`config.mk`:
```
export PLATFORM = sky130hd
export DESIGN_NAME = servo_ramp_ctrl
export DESIGN_NICKNAME = d
export VERILOG_FILES = /design/src/rtl/servo_ramp_ctrl.sv
export SDC_FILE = /design/constraint.sdc
export NUM_CORES = 1
export LEC_CHECK = 0
export CAP_MARGIN = 20
export CORE_MARGIN = 2
export CORE_UTILIZATION = 51
export DETAILED_ROUTE_END_ITERATION = 16
export GPL_ROUTABILITY_DRIVEN = 0
export GPL_TIMING_DRIVEN = 0
export PLACE_DENSITY = 0.76
export SYNTH_ARGS = -nofsm -noshare
export SYNTH_HDL_FRONTEND = slang
export SYNTH_SLANG_ARGS = --single-unit
```
`constraint.sdc`:
```
create_clock -name clk -period 10.2 [get_ports clk]
set_clock_uncertainty 0.05 [all_clocks]
set_input_delay 2.04 -clock clk [delete_from_list [all_inputs] [get_ports clk]]
set_output_delay 2.04 -clock clk [all_outputs]
set_load 0.02 [all_outputs]
```
`src/rtl/servo_ramp_ctrl.sv`:
```
// servo_ramp_ctrl
//   Front end for the servo PWM generator. Two requesters supply target
//   positions: req0 (host/SPI) has priority over req1 (local strategy FSM).
//   The accepted target is clamped to MAX_POS. The control word then slews
//   toward it by at most 'step' once per PWM frame, so the servo never
//   jumps to a new position.
//
// Ports
//   clk, reset_n            : clock; asynchronous active-low reset
//   enable                  : 1 = ramp and accept requests; 0 = freeze
//   step[15:0]              : largest change of control per frame (0 acts as 1)
//   req0_valid/pos/ready    : high-priority request handshake
//   req1_valid/pos/ready    : low-priority request handshake
//   control[31:0]           : zero-extended position sent to the PWM generator
//   busy                    : high while a move is in progress
//   owner                   : requester of the current or last accepted target
//   done                    : one-cycle pulse when control reaches the target
module servo_ramp_ctrl #(
    parameter int FRAME_CLKS = 1_000_000,
    parameter int MAX_POS    = 50_000,
    parameter int CENTER_POS = 25_000
) (
    input  logic        clk,
    input  logic        reset_n,
    input  logic        enable,
    input  logic [15:0] step,
    input  logic        req0_valid,
    input  logic [15:0] req0_pos,
    output logic        req0_ready,
    input  logic        req1_valid,
    input  logic [15:0] req1_pos,
    output logic        req1_ready,
    output logic [31:0] control,
    output logic        busy,
    output logic        owner,
    output logic        done
);

    typedef enum logic {S_IDLE, S_MOVING} state_t;

    localparam logic [19:0] LP_LAST   = 20'(FRAME_CLKS - 1);
    localparam logic [15:0] LP_MAX    = 16'(MAX_POS);
    localparam logic [15:0] LP_CENTER = 16'(CENTER_POS);

    state_t      r_state, w_state_nxt;
    logic [19:0] r_cnt;
    logic [15:0] r_ctrl, w_ctrl_nxt;
    logic [15:0] r_tgt, w_tgt_nxt;
    logic        r_owner, w_owner_nxt;
    logic        r_done, w_done_nxt;

    logic        w_tick;
    logic [15:0] w_step;
    logic [16:0] w_diff;
    logic        w_acc0, w_acc1;

    // Frame counter free-runs regardless of enable.
    always_ff @(posedge clk or negedge reset_n) begin
        if (!reset_n)            r_cnt <= '0;
        else if (r_cnt == LP_LAST) r_cnt <= '0;
        else                     r_cnt <= r_cnt + 20'd1;
    end

    assign w_tick = (r_cnt == LP_LAST);
    assign w_step = (step == 16'd0) ? 16'd1 : step;
    assign w_diff = (r_tgt >= r_ctrl) ? ({1'b0, r_tgt} - {1'b0, r_ctrl})
                                      : ({1'b0, r_ctrl} - {1'b0, r_tgt});

    // Ready is gated by reset_n so neither requester sees ready during reset.
    assign req0_ready = reset_n & enable & (r_state == S_IDLE || r_state == S_MOVING);
    assign req1_ready = reset_n & enable & (r_state == S_IDLE) & ~req0_valid;
    assign w_acc0     = req0_valid & req0_ready;
    assign w_acc1     = req1_valid & req1_ready;

    always_ff @(posedge clk or negedge reset_n) begin
        if (!reset_n) begin
            r_state <= S_IDLE;
            r_ctrl  <= LP_CENTER;
            r_tgt   <= LP_CENTER;
            r_owner <= 1'b0;
            r_done  <= 1'b0;
        end else begin
            r_state <= w_state_nxt;
            r_ctrl  <= w_ctrl_nxt;
            r_tgt   <= w_tgt_nxt;
            r_owner <= w_owner_nxt;
            r_done  <= w_done_nxt;
        end
    end

    always_comb begin
        w_state_nxt = r_state;
        w_ctrl_nxt  = r_ctrl;
        w_tgt_nxt   = r_tgt;
        w_owner_nxt = r_owner;
        w_done_nxt  = 1'b0;

        // Ramp step always uses the target held before this edge; a target
        // accepted in the same cycle only takes effect from the next tick.
        if (r_state == S_MOVING && enable && w_tick) begin
            if (w_diff <= {1'b0, w_step}) begin
                w_ctrl_nxt  = r_tgt;
                w_done_nxt  = 1'b1;
                w_state_nxt = S_IDLE;
            end else if (r_tgt > r_ctrl) begin
                // diff > step, so control + step stays below target (<= MAX).
                w_ctrl_nxt = r_ctrl + w_step;
            end else begin
                w_ctrl_nxt = r_ctrl - w_step;
            end
        end

        // Acceptance overrides the ramp's state decision: a new target keeps
        // the block MOVING even if the old target was just reached.
        if (w_acc0) begin
            w_tgt_nxt   = (req0_pos > LP_MAX) ? LP_MAX : req0_pos;
            w_owner_nxt = 1'b0;
            w_state_nxt = S_MOVING;
        end else if (w_acc1) begin
            w_tgt_nxt   = (req1_pos > LP_MAX) ? LP_MAX : req1_pos;
            w_owner_nxt = 1'b1;
            w_state_nxt = S_MOVING;
        end
    end

    assign control = {16'd0, r_ctrl};
    assign busy    = (r_state == S_MOVING);
    assign owner   = r_owner;
    assign done    = r_done;

endmodule

```
### Word-level counts from Yosys, hierarchy flattened

Cells that the tools add are included.

* input bits: 53
* register bits after elaboration: 55

* $lt $le $gt $ge: 5
* bitwise operators: 7
* reduce and logical (&&, ||, !) cells: 7
* muxes and demuxes: 17
* $add $sub $neg: 5
* equality and inequality tests: 1

Operators by type and width (number)
* $mux W16: 7
* $sub A16 B16 Y17: 2
* $gt A16 B16 Y1 const B: 2
* $add A20 B1 Y20 const B: 1
* $eq A20 B20 Y1 const B: 1
* $mux W20: 1
* $le A17 B16 Y1: 1
* $mux W17: 1
* $add A16 B16 Y16: 1
* $ge A16 B16 Y1: 1
* $gt A16 B16 Y1: 1
* $logic_not A16 Y1: 1
* $sub A16 B16 Y16: 1
* $mux W1: 8
* $reduce_bool A3 Y1: 2
* $and A1 B1 Y1: 5
* $logic_and A1 B1 Y1: 2
* $not A1 Y1: 2
* $reduce_and A2 Y1: 1
* $reduce_bool A2 Y1: 1

### Longest topological paths before layout

Gate-level depths: netlist of the first run.

* depth in word-level cells: 7
* mapped depth: 24
* mapped depth without buffers: 22

### Least setup slack after synthesis of the first run

No wires, ideal clock.

* path kind: in2reg
* from: input step[10]
* to: register r_ctrl[15]
* required time: 10.028 ns
* stages on the path: 19
* setup time: 0.122 ns
* data arrival time: 5.834 ns
* setup slack: 4.194 ns
* buffers on the path: 0
* path through: inv_1 > nand4_1 > or4_1 > or3_1 > nor2_1 > nor2_1 > ha_1 > mux2i_1 > ha_1 > nor2b_1 > o31a_1 > or4_1 > nand4_1 > a31oi_1 > a211o_1 > a21oi_1 > xnor2_1 > a41oi_1 > a2bb2oi_1

* word-level cells in the longest chain between the ends: 5
* elaborated cells on any way between the ends: 7
* classes of those cells: add/sub (2); order compare (1); mux (3); reduce/logical (1)

RTL lines
* from (decl): line 26 `input logic [15:0] step,`
* $logic_not A16 Y1: line 65 `assign w_step = (step == 16'd0) ? 16'd1 : step;`
* $mux W16 *: line 65
* $sub A16 B16 Y16 or $add A16 B16 Y16 (tied branches): line 109, 107
* $mux W16: line 105 `end else if (r_tgt > r_ctrl) begin`
* $mux W16 *: line 101 `if (w_diff <= {1'b0, w_step}) begin`
* to (signal assigned): line 84 `r_ctrl <= w_ctrl_nxt;`
* to (decl): line 47 `logic [15:0] r_ctrl, w_ctrl_nxt;`

Every way passes the cells marked *; elsewhere a longest branch is shown, timed or not.
A chain may end at the register's enable or synchronous reset.

### Worst setup path in the final report of the first run

* from: input step[7]
* to: register r_ctrl[15]

Same word-level chain as after synthesis.

==> results of run 1 <==
-- cell families after synthesis --
logic type               share of synthesized area
AO/OA/AOI/OAI                                0.205
XOR/XNOR                                    0.0864
adder cells (fa/ha/maj)                      0.154
buffers and inverters                       0.0828
flip-flops                                   0.245
multiplexers                                0.0560
other                                     0.000660
AND/OR/NAND/NOR                              0.170
-- metal layers --
| metal | up-vias | share of wire |
|---|---|---|
| met4 | 0 | 0.013 |
| li1 | 2577 | - |
| met2 | 199 | 0.46 |
| met5 | - | 0 |
| met3 | 18 | 0.068 |
| met1 | 2548 | 0.46 |
-- worst min-delay path, stage by stage, from the launching register on --
cell and delay (ns):
dfrtp_1 0.36, nand2_1 0.05, nand2_1 0.06
-- cell usage after synthesis (all sizes together), types with 3 or more instances --
master   n  area share
o211ai   6      0.0079
o31ai    7       0.010
or2      3      0.0033
o31a     3      0.0046
or4      3      0.0040
a21oi   45       0.040
a221oi   4      0.0062
a222oi   6       0.011
dfstp   12       0.056
dfrtp   43        0.19
o21ai   44       0.039
nand3   24       0.021
o41ai    4      0.0062
o21a     8       0.011
a21o    14       0.019
xor2    18       0.028
nor2    50       0.034
o41a     3      0.0059
nand4   10       0.011
buf     26       0.031
inv     67       0.044
or3      5      0.0055
and2     4      0.0046
xnor2   38       0.059
ha      65        0.14
nor4     4      0.0044
and3     7      0.0077
mux2     8       0.017
nand2   62       0.042
nand2b   3      0.0033
mux2i   22       0.039
o21bai   5      0.0066
a22oi    3      0.0040
a31oi    8      0.0088
nor2b   11       0.012
clkbuf  11      0.0073
fa       3       0.011
nor3     9      0.0079
-- cell usage in the layout (no fill, tap or decap), types with 4 or more instances in the layout --
cell	synthesis	final
xnor2_1	38	38
nand4_1	10	10
nor3_1	9	9
ha_1	65	65
a222oi_1	6	6
nand2_1	61	61
a221oi_1	4	4
a21o_1	14	14
clkdlybuf4s50_1	0	72
o31ai_1	6	6
o21a_1	8	8
buf_4	17	17
xor2_1	18	18
o21bai_1	5	5
clkbuf_8	0	5
nor2_1	49	49
mux2i_1	22	22
a21oi_1	44	44
dfstp_2	12	12
nor2b_1	11	11
o21ai_1	14	14
a31oi_1	8	8
nand3_1	24	24
o41ai_1	4	4
inv_1	67	67
clkbuf_1	11	11
buf_2	7	8
or3_1	5	5
and3_1	7	7
conb_1	1	16
mux2_2	5	5
nor4_1	4	4
o211ai_1	6	6
o21ai_0	29	29
dfrtp_1	43	43
-- worst max path at each step --
stage | slack, ns | endpoint | cells past startpoint
final | 3.37 | r_ctrl[15]$_DFFE_PN0P_ | 20
after global routing | 3.03 | r_ctrl[15]$_DFFE_PN0P_ | 20
after CTS | 3.39 | r_ctrl[15]$_DFFE_PN0P_ | 20
after detailed placement | 3.05 | r_ctrl[15]$_DFFE_PN0P_ | 20
after global placement | 2.53 | req1_ready | 4
after floorplan | 4.19 | r_ctrl[15]$_DFFE_PN0P_ | 19
-- state kept, by name, summed over array words and instances, names as in the netlist --
signal	flops
busy	1
done	1
owner	1
r_cnt	20
r_ctrl	16
r_tgt	16
-- area by class of cell --
class                   count  area, sq um
multi-input cells         544         3870
plain buffers              37          219
clock inverters             3         23.8
clock buffers               5         68.8
well taps                 140          175
inverters                  67          251
fillers                   984         4090
repair buffers             74          746
flip-flops and latches     55         1390
-- report_power, final --
group	leakage, nW	internal (mW)	switching (mW)
Clock	0.0461	0.0497	0.0726
Sequential	0.687	0.231	0.0139
Combinational	2.43	0.204	0.264
Total	3.16	0.485	0.351
-- per-stage QoR --
stage          cells  power, mW  instance area [sq um]
5_1_grt          925      0.895                   6750
6_report         925      0.836                   6750
3_3_place_gp     916      0.689                   6640
2_1_floorplan    703      0.583                   5740
4_1_cts          925      0.832                   6750
3_5_place_dp     917      0.706                   6660
==> metrics.yaml, run 1 <==
path_delay_family: "simple AND/OR/NAND/NOR gates"
cts_tree: "yes"
drc_errors: 0
cp-start-kind: "input port"
synth_enable_flop_cells: 0
post-route-min-period_ns: 6.83
crit_fanout: 4
ys_seq_area_frac: 0.245
cts_setup_buffers: 0
cts_buffers: 5
use_met3: 0.0267
pre_cts_ws_ns: 3.05
grt_pass1_vias: 5149
syn_avg_cell_area_sq_um: 8.25
syn_to_final_growth_pct: 18.8
hold-path-cell-count: 2
viasPerCell: 5.78
track_usage: 0.258
drive_above_1_share: 0.0841
cts_root_buf: "clkbuf_8"
numPortBuffers: 73
drtPass1Iterations: 6
rrSetupSlack_ns: 3.56
min_to: "owner$_DFFE_PN0P_"
setup_viol: 0
required_ns: 10.39
cp-startpoint: "step[7]"
grt_pass1_wl_microns: 24400
worst_path_largest_cell_delay_ns: 0.50
setup_tns_ns: 0
worst-path-buf-inv: 2
async_flop_share: 1.00
vias: 5342
avgRoutedWirePerCell_microns: 16.1
antenna_cells: 0
start_util: 0.524
p_leak_nw: 3.16
post-route-util: 0.623
synth_cells: 688
synth_ff_type: "dfrtp_1"
crit_path_cell_trace: "clkdlybuf4s50_1 > inv_1 > nand4_1 > or4_1 > or3_1 > nor2_1 > nor2_1 > ha_1 > mux2i_1 > ha_1 > nor2b_1 > o31a_1 > or4_1 > nand4_1 > a31oi_1 > a211o_1 > a21oi_1 > xnor2_1 > a41oi_1 > a2bb2oi_1"
grtUsageMet1: 0.355
maxSlewViolCount: 0
min_path_type: "flop to flop"
rsz0062_at_grt: "no"
overflow: 0
max_freq_mhz: 147
final_nets: 905
clkLatencyLatePin_ns: 0.31
die_x_microns: 110
fin_ws_ns: 3.37
die_area_sq_um: 12000
worstMarginPinSlew_ns: 0.964
clk_pin_slew_ns: 0.10
worstRegToRegCells: 22
synth_cell_types: 68
slew_headroom: 0.349
hold_path_startpoint: "owner$_DFFE_PN0P_"
drt_iter0_markers: 426
cts.repair.resized: 0
outcome: "finished clean"
path_class: "input port to flop"
ctsHoldBuffers: 0
min_period_over_period: 0.669
ys_warn_count: 0
slowest_stage: "or4_1"
finalHoldViolCount: 0
irDropWorstVdd_v: 0.000106
reg2reg_from: "r_ctrl[1]$_DFFE_PN0P_"
use_met2: 0.432
cts.sinks: 55
pin_count: 90
dp_hpwl_microns: 12300
ant_nets: 0
rows: 38
drv_cap: 0
grt_max_degree: 45
holdWs_ns: 0.443
busiest_layer: "met2"
antenna_found_initial: 0
critPathArrivalTime_ns: 7.02
synth-seq-cells: 55
dieHeight_microns: 110
r2r-end: "r_ctrl[1]$_DFFE_PN0P_"
syn_area_sq_um: 5680
drt_wl_total_microns: 14900
core_area_sq_um: 10800
crit_path_end_kind: "flop"
pwr_density_cell_nw_per_um2: 124
clockBufferDepth: 2
htree_num_levels: 2
Power figures use the tool's default switching activity.
==> run 2, diff against run 1 <==
--- a/config.mk
+++ b/config.mk
@@ -7,11 +7,11 @@
 export LEC_CHECK = 0
 export CAP_MARGIN = 20
 export CORE_MARGIN = 2
-export CORE_UTILIZATION = 51
+export CORE_UTILIZATION = 50
 export DETAILED_ROUTE_END_ITERATION = 16
 export GPL_ROUTABILITY_DRIVEN = 0
 export GPL_TIMING_DRIVEN = 0
-export PLACE_DENSITY = 0.76
+export PLACE_DENSITY = 0.78
 export SYNTH_ARGS = -nofsm -noshare
 export SYNTH_HDL_FRONTEND = slang
 export SYNTH_SLANG_ARGS = --single-unit
==> constraint.sdc (replaced) <==
create_clock -name clk -period 6.1 [get_ports clk]
set_clock_uncertainty 0.05 [all_clocks]
set_input_delay 1.22 -clock clk [delete_from_list [all_inputs] [get_ports clk]]
set_output_delay 1.22 -clock clk [all_outputs]
set_load 0.02 [all_outputs]
==> run 2 against run 1 <==
Register-to-register slack got worse by 3.2 ns. Setup slack got worse by 3.1 ns. Routed wire length decreased by 2.4%. Flip-flop and latch count is the same. Non-clock buffer count increased by 3. Largest cell class unchanged.
==> metrics.yaml, run 2 (synthesis gave the netlist of run 1 again) <==
antenna_found_initial: 0  # unchanged
path_class: "input port to flop"  # unchanged
drc_errors: 0  # unchanged
placed_cell_area_sq_um: 6660  # unchanged
top_regs: "r_cnt (20), r_ctrl (16), r_tgt (16)"  # unchanged
fin_area_sq_um: 6860  # was 6750 sq um
largest_reg_flops: 20  # unchanged
grt_pass1_wl_microns: 24200  # was 24400 microns
die_area_sq_um: 12200  # was 12000 sq um
post-route-min-period_ns: 5.82
cts_root_buf: "clkbuf_16"  # was clkbuf_8
overflow: 0  # unchanged
avgRoutedWirePerCell_microns: 15.7  # was 16.1 microns
clkLatencyLatePin_ns: 0.30  # was 0.31 ns
setup_viol: 0  # unchanged
cts.sinks: 55  # unchanged
p_leak_nw: 3.21  # was 3.16 nW
grt_pass1_vias: 5149  # unchanged
slew_headroom: 0.587  # was 0.349
syn_to_final_growth_pct: 20.9  # was 18.8%
drt_iter0_markers: 354  # was 426
dp_hpwl_microns: 11900  # was 12300 microns
crit_path_end_kind: "flop"  # unchanged
die_x_microns: 111  # was 110 microns
ctsHoldBuffers: 0  # unchanged
finalHoldViolCount: 0  # unchanged
final_nets: 908  # was 905
grt_max_degree: 41  # was 45
min_period_over_period: 0.953
core_area_sq_um: 11000  # was 10800 sq um
drtPass1Iterations: 5  # was 6
vias: 5311  # was 5342
viasPerCell: 5.72  # was 5.78
maxSlewViolCount: 0  # unchanged
ant_nets: 0  # unchanged
fillers: 965  # was 984
cp-start-kind: "input port"  # unchanged
pwr_density_cell_nw_per_um2: 216  # was 124 nW/um^2
drt_wl_total_microns: 14500  # was 14900 microns
layout_common_cells: "clkdlybuf4s50_1 (72), inv_1 (67), ha_1 (65)"  # unchanged
crit_fanout: 4  # unchanged
worstMarginPinSlew_ns: 0.618  # was 0.964 ns
irDropWorstVdd_v: 0.000165  # was 0.000106 V
outcome: "finished clean"  # unchanged
drive_above_1_share: 0.0952  # was 0.0841
required_ns: 6.28  # was 10.39 ns
drv_cap: 0  # unchanged
clockBufferDepth: 2  # unchanged
min_path_type: "flop to flop"  # unchanged
cts_buffers: 5  # unchanged
cts_tree: "yes"  # unchanged
track_usage: 0.235  # was 0.258
post-route-util: 0.625  # was 0.623
regMostFlops: "r_cnt"  # unchanged
max_freq_mhz: 172
start_util: 0.517  # was 0.524
dieHeight_microns: 111  # was 110 microns
antenna_cells: 0  # unchanged
pin_count: 90  # unchanged
rows: 38  # unchanged
clk_pin_slew_ns: 0.07  # was 0.10 ns
critPathArrivalTime_ns: 5.99  # was 7.02 ns
htree_num_levels: 2  # unchanged
layout.cells.most_common: "clkdlybuf4s50_1"  # unchanged
numPortBuffers: 73  # unchanged
run 2: path summary, 6_finish.rpt:
| kind | from | end | slack (ns) | depth (start not counted) |
|---|---|---|---|---|
| min reg2reg | r_cnt[4]$_DFF_PN0_ | r_cnt[4]$_DFF_PN0_ | 0.43 | 1 |
| max | step[7] | r_ctrl[15]$_DFFE_PN0P_ | 0.28 | 20 |
| min in group asynchronous | reset_n | r_ctrl[9]$_DFFE_PN0P_ | 0.81 | 1 |
| min | r_cnt[4]$_DFF_PN0_ | r_cnt[4]$_DFF_PN0_ | 0.43 | 1 |
| max in group asynchronous | reset_n | r_tgt[13]$_DFFE_PN1P_ | 4.58 | 2 |
| max reg2reg | r_ctrl[1]$_DFFE_PN0P_ | r_ctrl[2]$_DFFE_PN0P_ | 0.36 | 21 |
run 2: what timing repair did:
action / CTS / global route
buffers inserted: 0 / 4
pin swaps: 0 / 1
gates resized for setup: 1 / 7
setup endpoints to repair: 17 / 10
run 2: critical path, stage by stage:
cell and delay (ns):
clkdlybuf4s50_1 0.46, inv_1 0.14, nand4_1 0.17, or4_4 0.47, or3_1 0.37, nor2_1 0.13, nor2_1 0.07, ha_1 0.32
mux2i_4 0.22, ha_1 0.27, nor2b_1 0.14, o31a_1 0.27, or4_1 0.44, nand4_1 0.16, a31oi_2 0.14, a211o_1 0.29
a21oi_1 0.19, xnor2_1 0.10, a41oi_1 0.25, a2bb2oi_1 0.16
run 2: metal layers:
metal  GRT usage  part of all wire  vias up  wire length [microns]
li1            -                 -     2596                      -
met1       0.318              0.46     2490                   6660
met2       0.400              0.47      212                   6790
met3      0.0291             0.064       13                    935
met4      0.0558             0.011        0                    155
met5           0                 0        -                      0
run 2: area by class of cell:
| cell class | instances | area, sq um | area share |
|---|---|---|---|
| multi-input cells | 544 | 3910 | 0.569 |
| inverters | 67 | 251 | 0.0366 |
| flip-flops and latches | 55 | 1390 | 0.203 |
| repair buffers | 78 | 776 | 0.113 |
| plain buffers | 36 | 216 | 0.0315 |
| clock buffers | 6 | 129 | 0.0188 |
| clock inverters | 2 | 17.5 | 0.00255 |
| well taps | 140 | 175 | 0.0255 |
run 2: stage by stage:
stage	setup WS [ns]	power, mW	std cells	hold slack (ns)	TNS (ns)
2_1_floorplan	0.586	0.974	703	0.395	0
3_3_place_gp	-0.213	1.14	916	0.417	-2.13
3_5_place_dp	-0.371	1.17	917	0.417	-4.49
4_1_cts	0.0789	1.46	924	0.431	0
5_1_grt	-0.000312	1.59	928	0.444	-0.000312
6_report	0.285	1.48	928	0.432	0
run 2: power breakdown:
part	total, mW	switching (mW)	internal, mW
clock network	0.285	0.131	0.154
registers	0.412	0.0252	0.387
logic	0.784	0.431	0.353
